File: src/rtl/cpu_io_responder_if.sv
// CPU data-port and TX/RX stream signals of the CPU I/O responder.
// slave: the responder side; master: the CPU plus the stream endpoints.
interface cpu_io_responder_if;
   logic [31:0] addr;
   logic        w_req;
   logic [31:0] w_data;
   logic        w_busy;
   logic        irr;
   logic        ack;
   logic [31:0] r_data;
   logic        tx_valid;
   logic [7:0]  tx_data;
   logic        tx_ready;
   logic        rx_valid;
   logic [7:0]  rx_data;
   logic        rx_ready;

   modport slave (
      input  addr, w_req, w_data, ack, tx_ready, rx_valid, rx_data,
      output w_busy, irr, r_data, tx_valid, tx_data, rx_ready
   );

   modport master (
      output addr, w_req, w_data, ack, tx_ready, rx_valid, rx_data,
      input  w_busy, irr, r_data, tx_valid, tx_data, rx_ready
   );
endinterface

File: src/rtl/cpu_io_responder.sv
// Bus-side responder for the multicycle CPU: TX byte FIFO, single-byte RX holding register with irr.
// Optional macro CPU_IO_STATUS_EN enables the STATUS read at offset 0x8.
module cpu_io_responder #(
   parameter logic [15:0] BASE_ADDR  = 16'hFFFF,
   parameter int          FIFO_DEPTH = 4,
   parameter int          PERIOD     = 3
) (
   input logic                 clk,
   input logic                 reset,
   cpu_io_responder_if.slave   bus
);
   localparam int PW = (PERIOD > 1) ? $clog2(PERIOD) : 1;
   localparam int AW = (FIFO_DEPTH > 1) ? $clog2(FIFO_DEPTH) : 1;
   localparam int CW = AW + 1;

   logic [PW-1:0] phase_q, phase_d;
   logic [7:0]    mem_q [FIFO_DEPTH];
   logic [AW-1:0] wr_ptr_q, rd_ptr_q;
   logic [CW-1:0] count_q, count_d;
   logic          rx_full_q, rx_full_d;
   logic [7:0]    rx_byte_q, rx_byte_d;
   logic          w_busy_q, irr_q;
   logic [31:0]   r_data_q, r_data_d;

   logic          sample, hit, push, pop, rx_cap, rx_clr;
   logic [15:0]   offset;
   logic          unused_w_data;

   assign unused_w_data = ^bus.w_data[31:8];

   always_comb begin
      phase_d   = (phase_q == PW'(PERIOD - 1)) ? '0 : phase_q + PW'(1);
      // Everything CPU-facing happens once per instruction, at the end of phase 0.
      sample    = (phase_q == '0);
      hit       = (bus.addr[31:16] == BASE_ADDR);
      offset    = bus.addr[15:0];
      push      = sample && bus.w_req && hit && (offset == 16'h0000) && !w_busy_q;
      pop       = (count_q != '0) && bus.tx_ready;
      count_d   = count_q + CW'(push) - CW'(pop);

      rx_cap    = bus.rx_valid && !rx_full_q;
      rx_clr    = sample && bus.ack && irr_q;
      rx_full_d = rx_full_q;
      if (rx_cap) rx_full_d = 1'b1;
      if (rx_clr) rx_full_d = 1'b0;
      rx_byte_d = rx_cap ? bus.rx_data : rx_byte_q;

      r_data_d  = '0;
      if (hit) begin
         case (offset)
            16'h0004: r_data_d = {24'b0, rx_byte_d};
`ifdef CPU_IO_STATUS_EN
            16'h0008: r_data_d = {29'b0, rx_full_d,
                                  (count_d == CW'(FIFO_DEPTH)), (count_d == '0)};
`endif
            default:  r_data_d = '0;
         endcase
      end
   end

   always_ff @(posedge clk) begin
      if (reset) begin
         phase_q   <= '0;
         wr_ptr_q  <= '0;
         rd_ptr_q  <= '0;
         count_q   <= '0;
         rx_full_q <= 1'b0;
         rx_byte_q <= '0;
         w_busy_q  <= 1'b0;
         irr_q     <= 1'b0;
         r_data_q  <= '0;
      end else begin
         phase_q   <= phase_d;
         count_q   <= count_d;
         rx_full_q <= rx_full_d;
         rx_byte_q <= rx_byte_d;
         if (push) wr_ptr_q <= wr_ptr_q + AW'(1);
         if (pop)  rd_ptr_q <= rd_ptr_q + AW'(1);
         // A pop between sample edges leaves w_busy set until the next sample edge.
         if (sample) begin
            w_busy_q <= (count_d == CW'(FIFO_DEPTH));
            irr_q    <= rx_full_d;
            r_data_q <= r_data_d;
         end
      end
   end

   always_ff @(posedge clk) begin
      if (push) mem_q[wr_ptr_q] <= bus.w_data[7:0];
   end

   assign bus.w_busy   = w_busy_q;
   assign bus.irr      = irr_q;
   assign bus.r_data   = r_data_q;
   assign bus.tx_valid = (count_q != '0) && !reset;
   assign bus.tx_data  = mem_q[rd_ptr_q];
   assign bus.rx_ready = !rx_full_q && !reset;
endmodule

File: src/flat_wrapper.sv
// flat-port wrapper written by rule: the top's interface ports become plain ports
module cpu_io_responder_flat 
#(
   parameter logic [15:0] BASE_ADDR  = 16'hFFFF,
   parameter int          FIFO_DEPTH = 4,
   parameter int          PERIOD     = 3
)
  (clk, reset, bus_addr, bus_w_req, bus_w_data, bus_ack, bus_tx_ready, bus_rx_valid, bus_rx_data, bus_w_busy, bus_irr, bus_r_data, bus_tx_valid, bus_tx_data, bus_rx_ready);
  cpu_io_responder_if bus_i ();
  input logic clk;
  input logic reset;
  input wire logic [$bits(bus_i.addr)-1:0] bus_addr;
  input wire logic [$bits(bus_i.w_req)-1:0] bus_w_req;
  input wire logic [$bits(bus_i.w_data)-1:0] bus_w_data;
  input wire logic [$bits(bus_i.ack)-1:0] bus_ack;
  input wire logic [$bits(bus_i.tx_ready)-1:0] bus_tx_ready;
  input wire logic [$bits(bus_i.rx_valid)-1:0] bus_rx_valid;
  input wire logic [$bits(bus_i.rx_data)-1:0] bus_rx_data;
  output wire logic [$bits(bus_i.w_busy)-1:0] bus_w_busy;
  output wire logic [$bits(bus_i.irr)-1:0] bus_irr;
  output wire logic [$bits(bus_i.r_data)-1:0] bus_r_data;
  output wire logic [$bits(bus_i.tx_valid)-1:0] bus_tx_valid;
  output wire logic [$bits(bus_i.tx_data)-1:0] bus_tx_data;
  output wire logic [$bits(bus_i.rx_ready)-1:0] bus_rx_ready;
  assign bus_i.addr = bus_addr;
  assign bus_i.w_req = bus_w_req;
  assign bus_i.w_data = bus_w_data;
  assign bus_i.ack = bus_ack;
  assign bus_i.tx_ready = bus_tx_ready;
  assign bus_i.rx_valid = bus_rx_valid;
  assign bus_i.rx_data = bus_rx_data;
  assign bus_w_busy = bus_i.w_busy;
  assign bus_irr = bus_i.irr;
  assign bus_r_data = bus_i.r_data;
  assign bus_tx_valid = bus_i.tx_valid;
  assign bus_tx_data = bus_i.tx_data;
  assign bus_rx_ready = bus_i.rx_ready;
  cpu_io_responder #(.BASE_ADDR(BASE_ADDR), .FIFO_DEPTH(FIFO_DEPTH), .PERIOD(PERIOD)) u_core (.clk(clk), .reset(reset), .bus(bus_i));
endmodule
File: config.mk
export PLATFORM = sky130hd
export DESIGN_NAME = cpu_io_responder_flat
export DESIGN_NICKNAME = d
export VERILOG_FILES = /design/src/rtl/cpu_io_responder_if.sv /design/src/rtl/cpu_io_responder.sv /design/src/flat_wrapper.sv
export SDC_FILE = /design/constraint.sdc
export NUM_CORES = 1
export LEC_CHECK = 0
export ABC_AREA = 1
export ABC_CLOCK_PERIOD_IN_PS = 1800
export CAP_MARGIN = 20
export CORE_ASPECT_RATIO = 1.75
export CORE_UTILIZATION = 39
export CTS_CLUSTER_DIAMETER = 40
export DETAILED_ROUTE_END_ITERATION = 6
export PLACE_DENSITY = 0.84
export REMOVE_ABC_BUFFERS = 1
export SETUP_SLACK_MARGIN = 0.15
export SLEW_MARGIN = 20
export SYNTH_ARGS = -nofsm -noshare
export SYNTH_HDL_FRONTEND = slang
export SYNTH_SLANG_ARGS = --single-unit
File: constraint.sdc
create_clock -name clk -period 1.8 [get_ports clk]
set_input_delay 0.18 -clock clk [delete_from_list [all_inputs] [get_ports clk]]
set_output_delay 0.18 -clock clk [all_outputs]
set_load 0.02 [all_outputs]
==> out/qor.yml, run 1 <==
pwr:
  cellPowerDensity_nw_per_um2: 1150
  p_leak_nw: 1.71
  irDropWorstVdd_v: 0.000979
global_route:
  antenna_violations_before_repair: 0
  grtUsageTotal: 0.171
  largest_net_degree_at_the_start_of_global_routing: 23
  gr-total-overflow: 0
  grt_use_met2: 0.344
  grt.met1_usage: 0.148
  globalRouteMet3Util: 0.0400
  grt-busiest-layer: "met2"
  grt_pass1_vias: 2373
  grt_first_pass_wirelength_mm: 10.0
routing:
  first_iter_violations: 97
  drc_errors: 0
  avgViaCountPerCell: 4.64
  post_detailed_routing_wire_length_mm: 6.48
  detailed_route_wire_length_per_cell_microns: 12.6
  vias: 2392
  drt.antenna.violating_nets: 0
  detailedRoute.firstPassIterationCount: 4
die:
  floorplan.core_area_sq_um: 7230
  count_of_pins_on_the_block_boundary: 122
  dieArea_sq_um: 7880
  initial_core_utilization: 0.405
  die_width_microns: 67.5
  height_of_the_die_microns: 117
  rows: 41
placed_design:
  place.detailed.hpwl_mm: 4.50
  gp_congestion: 0.816
  port_buffers: 73
  post-place-cells: 493
clock_network:
  clock_tree.root_cell: "clkbuf_16"
  holdBufCountCts: 0
  cts.htree.levels: 3
  clock_tree_from_tritoncts: "built"
  cts_num_sinks: 62
  clk_path_buf_depth: 2
  cts-buffers-inserted: 9
  clk_pin_slew_ps: 50
  clock_latency_ps: 320
yosys:
  ys_seq_elements: 62
  yosysWarningCount: 0
  yosysSeqAreaShare: 0.533
  synthesis.area_sq_um: 2930
  synth_cell_type_count: 30
  synthesized_netlist_cell_count: 324
  postSynthAreaPerCell_sq_um: 9.05
critical_path:
  critical_path_arrival_ps: 2210
  crit_end_category: "flip-flop"
  timing.critical_path.from_type: "flip-flop"
  critical_path_type: "reg2reg"
  critical_path_peak_fanout: 2
  timing.critical_path.required_ps: 2050
finish:
  seq_area_sq_um: 1570
  layout.core_utilization: 0.591
  multi_input_comb_area_sq_um: 1170
  layout-drive-gt1-share: 0.195
  antenna-diode-count: 0
  final_nets: 512
  num-fill-cells: 579
  synthToLayoutAreaGrowth_pct: 45.8
  finish.cell_count_without_fillers: 516
  layout_common_cells: "clkdlybuf4s50_1, nor2_1, inv_1, edfxtp_1, nand2_1"
  mostFrequentLayoutCell: "clkdlybuf4s50_1"
sta:
  totalNegativeSetupSlack_ps: -241
  period_minus_slack_ps: 1960
  timing.fmax_mhz: 511
  min_period_over_period: 1.09
  finalSetupViolCount: 2
  grt_setup_unrepaired: "true"
  final.hold.worst_slack_ps: 483
  report.final.hold_viol_count: 0
  finalMaxSlewViolations: 0
  final_critical_path_setup_slack_ps: -159
  finalClockSkew_ps: 7.44
outcome:
  run_status: "finished with violations"
  failing_checks: "negative setup slack"
worst_hold_path:
  min_path_type: "reg2reg"
job:
  drv_cap: 0
synth_stat cells (all sizes together):
master  number  area share
nor2        58       0.084
inv         49       0.064
nand2       35       0.046
edfxtp      32        0.33
dfxtp       30        0.20
buf         28       0.070
o21ai       28       0.048
a21oi       12       0.020
nand3       12       0.022
ha           8       0.034
o21a         8       0.020
o22ai        8       0.017
clkbuf       5      0.0068
a31oi        2      0.0094
nor3b        2      0.0051
xor2         2      0.0060
conb         1      0.0013
fa           1      0.0068
nand3b       1      0.0026
nand4        1      0.0021
nor3         1      0.0017
where the power goes:
part           leakage (nW)  switching (mW)  internal [mW]  total [mW]
Sequential            0.536          0.0758           1.62        1.70
Clock                 0.133           0.519           1.06        1.58
Combinational          1.05           0.886          0.756        1.64
layout make-up:
cell class                 instances  area share
sequential                        62       0.367
multi-input combinational        203       0.275
timing repair buffer             100       0.224
clock buffer                      14      0.0571
inverter                          49      0.0442
tap                               86      0.0252
clock inverter                     2     0.00791
kinds of logic after synthesis:
family	count (synthesis)	share of synthesized area
xor gates and xnor gates	2	0.00598
buffers and inverters	82	0.141
adders and majority gates	9	0.0410
DFF	62	0.533
AOI/OAI and AO/OA	58	0.115
and+or+nand+nor	110	0.163
other	1	0.00128
what timing repair did:
action,in CTS,in global routing
cloned,0,1
buffers inserted,2,4
gates resized for setup,39,36
endpoints found under the setup margin,44,44
pin swaps,10,12
worst max-delay path, cell delays in order (launching register included):
cell     delay, ps
dfxtp_2        320
inv_2           70
a31oi_4        100
ha_4           290
inv_4           40
ha_4           150
fa_2           360
xor2_2         190
xor2_2         180
nand2_1         70
a21oi_1        130
sequential cells by signal (all words and copies together), names as in the netlist, named ones only:
signal	flops
u_core.bus.w_busy	1
u_core.mem_q	32
u_core.rd_ptr_q	2
u_core.wr_ptr_q	2
u_core.phase_q	2
u_core.rx_byte_q	8
u_core.count_q	3
u_core.bus.r_data	8
u_core.rx_full_q	1
u_core.bus.irr	1
metal layers:
layer	vias up	wire, microns
met2	84	3810
li1	1203	-
met4	0	119
met1	1090	2250
met3	15	298
met5	-	0
path summary, 6_finish.rpt:
path / from / endpoint / slack (ps) / cells past startpoint
hold / removal: u_core.rd_ptr_q[0] / flip-flop / 480 / 1
hold reg to reg: u_core.rd_ptr_q[0] / flip-flop / 480 / 1
setup / recovery: u_core.count_q[2] / u_core.bus.w_busy / -160 / 10
setup reg to reg: u_core.count_q[2] / u_core.bus.w_busy / -160 / 10
stage by stage:
step | instance area, sq um | total power, mW | worst slack, ps
global route | 4270 | 5.18 | -247
CTS | 4150 | 4.83 | -227
detailed placement | 3790 | 3.11 | -467
floorplan | 2790 | 2.45 | -371
finish | 4270 | 4.92 | -159
global placement | 3790 | 3.06 | -371
Power figures use the tool's default switching activity.
==> run 2, diff against run 1 <==
Settings changed: HOLD_SLACK_MARGIN from default to 0.06.
==> results of run 2 <==
The final DEF is identical to that of run 1; final timing and power are the same.
